**src/rtl/mac_lut_signed.sv**
```systemverilog
// Signed multiply-accumulate tile: registered operands -> LUT multiplier -> registered product -> accumulator.
// Optional build macro MAC_LUT_SATURATE_EN clamps the accumulator on overflow instead of wrapping.
module mac_lut_signed #(
    parameter int BITWIDTH     = 6,
    parameter int NUM_TERMS    = 8,
    parameter int ACC_BITWIDTH = 16
) (
    input  logic                    CLK_SYS,
    input  logic                    RSTN,
    input  logic                    CLR,
    input  logic                    DIN_VALID,
    output logic                    DIN_READY,
    input  logic [BITWIDTH-1:0]     A,
    input  logic [BITWIDTH-1:0]     B,
    output logic                    DOUT_VALID,
    input  logic                    DOUT_READY,
    output logic [ACC_BITWIDTH-1:0] Q,
    output logic                    OVF
);

    localparam int PW = 2 * BITWIDTH;
    localparam int CW = $clog2(NUM_TERMS + 1);
    localparam logic [CW-1:0] LAST_CNT = CW'(NUM_TERMS - 1);

    localparam logic [1:0] ST_IDLE  = 2'd0;
    localparam logic [1:0] ST_RUN   = 2'd1;
    localparam logic [1:0] ST_DRAIN = 2'd2;
    localparam logic [1:0] ST_DONE  = 2'd3;

`ifdef MAC_LUT_SATURATE_EN
    localparam logic [ACC_BITWIDTH-1:0] ACC_MAX = {1'b0, {(ACC_BITWIDTH-1){1'b1}}};
    localparam logic [ACC_BITWIDTH-1:0] ACC_MIN = {1'b1, {(ACC_BITWIDTH-1){1'b0}}};
`endif

    logic [1:0]              state_r, state_next_s;
    logic [CW-1:0]           count_r, count_next_s;
    logic                    din_ready_r, dout_valid_r;
    logic [BITWIDTH-1:0]     a_r, b_r;
    logic                    s1_valid_r, s1_last_r, s2_valid_r, s2_last_r;
    logic [PW-1:0]           mul_p_s, prod_r;
    logic [ACC_BITWIDTH-1:0] acc_r, acc_next_s, q_r;
    logic [ACC_BITWIDTH-1:0] prod_ext_s, sum_s, acc_add_s;
    logic                    ovf_r, ovf_next_s, add_ovf_s;
    logic                    in_xfer_s, out_xfer_s, last_in_s;

    // Two's-complement add overflows when both operands share a sign the sum does not.
    function automatic logic add_overflow(input logic x_msb, input logic y_msb, input logic s_msb);
        return (x_msb == y_msb) && (s_msb != x_msb);
    endfunction

    mac_lut_signed_mul #(.BITWIDTH(BITWIDTH)) u_mul (
        .a (a_r),
        .b (b_r),
        .p (mul_p_s)
    );

    assign DIN_READY  = din_ready_r;
    assign DOUT_VALID = dout_valid_r;
    assign Q          = q_r;
    assign OVF        = ovf_r;

    // Handshakes, product sign extension and the overflow-aware accumulate.
    always_comb begin
        in_xfer_s  = DIN_VALID & din_ready_r & ~CLR;
        out_xfer_s = dout_valid_r & DOUT_READY;
        last_in_s  = in_xfer_s && (count_r == LAST_CNT);
        prod_ext_s = ACC_BITWIDTH'($signed(prod_r));
        sum_s      = acc_r + prod_ext_s;
        add_ovf_s  = add_overflow(acc_r[ACC_BITWIDTH-1], prod_ext_s[ACC_BITWIDTH-1],
                                  sum_s[ACC_BITWIDTH-1]);
`ifdef MAC_LUT_SATURATE_EN
        if (add_ovf_s) begin
            acc_add_s = acc_r[ACC_BITWIDTH-1] ? ACC_MIN : ACC_MAX;
        end else begin
            acc_add_s = sum_s;
        end
`else
        acc_add_s = sum_s;
`endif
    end

    // Next-state, term counter and accumulator update; CLR overrides everything.
    always_comb begin
        state_next_s = state_r;
        count_next_s = count_r;
        acc_next_s   = acc_r;
        ovf_next_s   = ovf_r;
        case (state_r)
            ST_IDLE:  if (in_xfer_s) state_next_s = last_in_s ? ST_DRAIN : ST_RUN;
                      else state_next_s = ST_IDLE;
            ST_RUN:   if (last_in_s) state_next_s = ST_DRAIN;
                      else state_next_s = ST_RUN;
            ST_DRAIN: if (s2_valid_r && s2_last_r) state_next_s = ST_DONE;
                      else state_next_s = ST_DRAIN;
            ST_DONE:  if (out_xfer_s) state_next_s = ST_IDLE;
                      else state_next_s = ST_DONE;
            default:  state_next_s = ST_IDLE;
        endcase
        if (CLR || out_xfer_s) begin
            state_next_s = CLR ? ST_IDLE : state_next_s;
            count_next_s = '0;
            acc_next_s   = '0;
            ovf_next_s   = 1'b0;
        end else begin
            if (in_xfer_s) begin
                count_next_s = count_r + {{(CW-1){1'b0}}, 1'b1};
            end else begin
                count_next_s = count_r;
            end
            if (s2_valid_r) begin
                acc_next_s = acc_add_s;
                ovf_next_s = ovf_r | add_ovf_s;
            end else begin
                acc_next_s = acc_r;
                ovf_next_s = ovf_r;
            end
        end
    end

    // Operand and product pipeline; only valid entries move, so bubbles never reach the accumulator.
    always_ff @(posedge CLK_SYS or negedge RSTN) begin
        if (!RSTN) begin
            a_r        <= '0;
            b_r        <= '0;
            s1_valid_r <= 1'b0;
            s1_last_r  <= 1'b0;
            prod_r     <= '0;
            s2_valid_r <= 1'b0;
            s2_last_r  <= 1'b0;
        end else if (CLR) begin
            s1_valid_r <= 1'b0;
            s1_last_r  <= 1'b0;
            s2_valid_r <= 1'b0;
            s2_last_r  <= 1'b0;
        end else begin
            s1_valid_r <= in_xfer_s;
            if (in_xfer_s) begin
                a_r       <= A;
                b_r       <= B;
                s1_last_r <= last_in_s;
            end
            s2_valid_r <= s1_valid_r;
            if (s1_valid_r) begin
                prod_r    <= mul_p_s;
                s2_last_r <= s1_last_r;
            end
        end
    end

    // Control state and registered outputs; Q mirrors the accumulator so it holds while in DONE.
    always_ff @(posedge CLK_SYS or negedge RSTN) begin
        if (!RSTN) begin
            state_r      <= ST_IDLE;
            count_r      <= '0;
            acc_r        <= '0;
            ovf_r        <= 1'b0;
            q_r          <= '0;
            din_ready_r  <= 1'b0;
            dout_valid_r <= 1'b0;
        end else begin
            state_r      <= state_next_s;
            count_r      <= count_next_s;
            acc_r        <= acc_next_s;
            ovf_r        <= ovf_next_s;
            q_r          <= acc_next_s;
            din_ready_r  <= (state_next_s == ST_IDLE) || (state_next_s == ST_RUN);
            dout_valid_r <= (state_next_s == ST_DONE);
        end
    end

endmodule

// Combinational signed multiplier: magnitudes are multiplied digit-by-digit (radix 4) using
// a table of 0/1/2/3 multiples of |b|, then the sign is re-applied.
module mac_lut_signed_mul #(
    parameter int BITWIDTH = 6
) (
    input  logic [BITWIDTH-1:0]   a,
    input  logic [BITWIDTH-1:0]   b,
    output logic [2*BITWIDTH-1:0] p
);

    localparam int PW     = 2 * BITWIDTH;
    localparam int DIGITS = (BITWIDTH + 1) / 2;
    localparam int MW     = 2 * DIGITS;
    localparam int LW     = BITWIDTH + 2;

    logic [BITWIDTH-1:0] mag_a_s, mag_b_s;
    logic [MW-1:0]       mag_a_pad_s;
    logic [LW-1:0]       mult_lut_s [4];
    logic [PW-1:0]       mag_p_s;

    // Magnitude table lookup and shift-add; the most-negative operand's magnitude still fits BITWIDTH bits unsigned.
    always_comb begin
        if (a[BITWIDTH-1]) begin
            mag_a_s = ~a + {{(BITWIDTH-1){1'b0}}, 1'b1};
        end else begin
            mag_a_s = a;
        end
        if (b[BITWIDTH-1]) begin
            mag_b_s = ~b + {{(BITWIDTH-1){1'b0}}, 1'b1};
        end else begin
            mag_b_s = b;
        end
        mag_a_pad_s   = MW'(mag_a_s);
        mult_lut_s[0] = '0;
        mult_lut_s[1] = LW'(mag_b_s);
        mult_lut_s[2] = LW'({mag_b_s, 1'b0});
        mult_lut_s[3] = mult_lut_s[1] + mult_lut_s[2];
        mag_p_s = '0;
        for (int d = 0; d < DIGITS; d++) begin
            mag_p_s = mag_p_s + (PW'(mult_lut_s[mag_a_pad_s[2*d +: 2]]) << (2 * d));
        end
        if (a[BITWIDTH-1] ^ b[BITWIDTH-1]) begin
            p = ~mag_p_s + {{(PW-1){1'b0}}, 1'b1};
        end else begin
            p = mag_p_s;
        end
    end

endmodule

```
**config.mk**
```make
export PLATFORM = sky130hd
export DESIGN_NAME = mac_lut_signed
export DESIGN_NICKNAME = d
export VERILOG_FILES = /design/src/rtl/mac_lut_signed.sv
export SDC_FILE = /design/constraint.sdc
export NUM_CORES = 1
export LEC_CHECK = 0
export CAP_MARGIN = 25
export CORE_UTILIZATION = 35
export DETAILED_ROUTE_END_ITERATION = 10
export PLACE_DENSITY = 0.65
export SLEW_MARGIN = 20
export SYNTH_ARGS = -nofsm -noshare
export SYNTH_HDL_FRONTEND = slang
export SYNTH_SLANG_ARGS = --single-unit
```
**constraint.sdc**
```tcl
create_clock -name CLK_SYS -period 5.07 [get_ports CLK_SYS]
set_clock_uncertainty 0.1 [all_clocks]
set_input_delay 0.7605 -clock CLK_SYS [delete_from_list [all_inputs] [get_ports CLK_SYS]]
set_output_delay 0.7605 -clock CLK_SYS [all_outputs]
set_load 0.01 [all_outputs]
```
==> impl_metrics.json <==
{
  "status": "completed",
  "clk_pin_slew_ns": 0.07,
  "netlist_area_sq_um": 4352,
  "max_cap_viol_count": 0,
  "switching_share_pct": 45.00,
  "hold_end": "prod_r[0]$_DFFE_PN0P_",
  "slew_headroom_pct": 41.29,
  "clk_latency_ns": 0.29,
  "ant_nets": 0,
  "worstPathArrival_ns": 5.02,
  "ys.flop_type": "dfrtp_1",
  "clock_path_buffers": 2,
  "fin_util_pct": 46.11,
  "worstMarginPinSlew_ns": 0.8807,
  "finalHoldViolations": 0,
  "yosysUniqueCellTypes": 57,
  "drt_iter0_markers": 217,
  "num_rows": 40,
  "pwr_density_cell_nw_per_um2": 489.5,
  "cp_max_fo": 4,
  "synth_xor_area_share_pct": 9.603,
  "yosysWarnings": 0,
  "synth_top_cells_by_area": "dfrtp_1 30%, ha_1 11%, a21oi_1 6.1%",
  "grt_pass1_vias": 3869,
  "max-vdd-ir-drop_uv": 200.9,
  "min_path_type": "reg2reg",
  "ios": 36,
  "drc_errors": 0,
  "wire_per_inst_microns": 15.07,
  "synth_adder_area_share_pct": 12.77,
  "pwr-share-comb_pct": 67.0,
  "syn2layout_area_growth_pct": 27.80,
  "rsz0062_at_grt": "yes",
  "leakage_nw": 2.431,
  "num-nets-final": 634,
  "clock-sinks": 53,
  "chipWidth_microns": 113.5,
  "whs_path_depth": 2,
  "cts_tree": "built",
  "synth_top_cell_by_area": "dfrtp_1",
  "async_reset_ff_share_pct": 100.0,
  "setup_ws_ns": 0.1020,
  "tns_ns": 0,
  "setup_violations": 0,
  "syn-num-nets": 569,
  "cts_buffers": 5,
  "regToRegStartpoint": "b_r[1]$_DFFE_PN0P_",
  "p_int_mw": 1.497,
  "route.final.wire_length_mm": 11.22,
  "r2r.worst_path.cells": 23,
  "antenna_found_initial": 0,
  "start_util_pct": 36.08,
  "cp_data_required_time_ns": 5.12,
  "reg2reg_to": "prod_r[11]$_DFFE_PN0P_",
  "synth.avg_cell_area_sq_um": 8.533,
  "cp-end-kind": "flop",
  "core_area_sq_um": 12060,
  "synth.mux.area_fraction_pct": 5.118,
  "via_per_inst": 5.434,
  "timing.hold.ws_ns": 0.3802,
  "num_vias": 4043,
  "dpl_worst_slack_ns": -0.1279,
  "synth_cells": 510,
  "synth_seq_cells": 53,
  "fmax_mhz": 201.3,
  "critPathSlowestCell": "dfrtp_1",
  "grt_overflow_total": 0,
  "reg2reg_slack_ns": 0.10,
  "seqPwrFrac_pct": 20.6,
  "startpoint_type": "flop",
  "diodes": 0,
  "die_height_microns": 113.5,
  "synth_top_area_share_pct": 30.48,
  "fin_crit_sh_pct": 97.99,
  "synth_edf_count": 0,
  "synth-simple-area-share_pct": 15.47,
  "cts-root-buf": "clkbuf_16",
  "grt_max_degree": 54,
  "min_from": "prod_r[0]$_DFFE_PN0P_",
  "first_pass_iters": 6,
  "dp_hpwl_mm": 8.028,
  "slowest_delay_ns": 0.41,
  "grt_pass1_wl_mm": 17.78,
  "crit_family": "compound AO/OA/AOI/OAI gates",
  "finalCriticalPeriod_ns": 4.968,
  "clkPwrFrac_pct": 12.4,
  "synth-compound-area-share_pct": 22.97,
  "p_switching_mw": 1.225,
  "critPathKind": "reg2reg",
  "routabilityCongestion": 0.9014,
  "path_buf_inv": 2,
  "ys_seq_area_share_pct": 30.48,
  "crit_chain": "inv_1, ha_4, mux2_4, ha_4, a21o_1, a21oi_4, o21ai_2, a21o_1, nand3_1, a21boi_2, ha_1, or3_1, o211a_1, and4_1, o41ai_2, a21oi_1, ha_1, buf_4, a21oi_2, xor2_1, a31o_2, xnor2_1, o21ai_1",
  "drv_slew": 0,
  "htreeDepth": 2,
  "drive_above_1_share_pct": 20.14,
  "track_usage_pct": 16.86,
  "io_buffers": 35,
  "synth_top_family_by_area": "compound AO/OA/AOI/OAI gates",
  "die_area_sq_um": 12880
}
cell type report:
cell class,count,area [sq um]
sequential,53,1328
timing repair buffer,72,626.9
multi-input combinational,418,3154
clock inverter,2,15.01
fill,1128,6500
tap,168,210.2
clock buffer,6,128.9
inverter,25,98.84
metrics by stage:
stage                     instances  total power, mW  area, sq um
after global placement          724            1.986         5045
after global routing            744            2.926         5562
after detailed placement        724            2.030         5045
final                           744            2.722         5562
after CTS                       735            2.432         5260
after floorplan                 510            1.644         4359
cells by family after synthesis:
family	Yosys count
AO/OA/AOI/OAI	162
XOR/XNOR	46
adder cells (fa/ha/maj)	42
buffers and inverters	39
flip-flops	53
multiplexers	21
AND/OR/NAND/NOR	147
flip-flops by register name, summed over array words and instances, names as in the netlist, 2 cells and up:
register / cells
a_r: 6
prod_r: 12
state_r: 2
Q: 16
count_r: 4
b_r: 6
how the worst max path moves through the flow:
stage,cells past startpoint,to,from,slack [ns]
final,23,prod_r[11]$_DFFE_PN0P_,b_r[1]$_DFFE_PN0P_,0.10
after global routing,25,prod_r[11]$_DFFE_PN0P_,b_r[0]$_DFFE_PN0P_,-0.16
after CTS,25,prod_r[10]$_DFFE_PN0P_,b_r[0]$_DFFE_PN0P_,0.04
after detailed placement,24,prod_r[10]$_DFFE_PN0P_,b_r[1]$_DFFE_PN0P_,-0.13
after global placement,24,prod_r[10]$_DFFE_PN0P_,b_r[0]$_DFFE_PN0P_,0.03
after floorplan,24,prod_r[10]$_DFFE_PN0P_,b_r[0]$_DFFE_PN0P_,0.01
synth_stat cells (11+ instances only):
cell	n
mux2i_1	11
ha_1	38
dfrtp_1	53
inv_1	23
clkbuf_1	12
o22ai_1	11
nand2_1	45
xnor2_1	26
nand3_1	13
a21oi_1	53
o21ai_0	27
xor2_1	18
nor2_1	51
o21ai_1	16
what timing repair did:
item,CTS,global route
setup endpoints to repair,4,5
buffers inserted,3,9
pin swaps,8,28
hold buffers,0,0
resized for setup,9,52
placed cells by master, fill, tap and decap left out, types with 7 or more instances in the layout:
master	instances
nor3_1	7
inv_1	20
a21oi_1	43
xnor2_1	23
nand3_1	13
o21ai_1	16
buf_4	36
dfrtp_1	52
xor2_1	16
mux2_2	9
nand2_1	43
o22ai_1	10
clkdlybuf4s50_1	34
nor2_1	50
a21o_1	10
mux2i_1	11
ha_1	29
o21ai_0	22
a21oi_2	9
power by group through the flow:
| stage | logic, mW | clock network, mW | registers (mW) |
|---|---|---|---|
| detailed placement | 1.46 | 0 | 0.569 |
| floorplan | 1.10 | 0 | 0.546 |
| global placement | 1.42 | 0 | 0.563 |
| global route | 1.99 | 0.359 | 0.572 |
| CTS | 1.53 | 0.346 | 0.559 |
| finish | 1.82 | 0.337 | 0.562 |
tightest hold or removal path, cell delays in order, from the launching register on:
cell	delay (ns)
dfrtp_1	0.34
nand2_1	0.04
o21ai_0	0.06
routing by layer:
layer	global-route usage [%]	routed length [microns]	vias up
li1	-	-	1975
met1	19.85	4654	1930
met2	31.14	5917	111
met3	2.922	427	27
met4	5.000	215	0
met5	0	0	-
(Power assumes the default switching activity.)
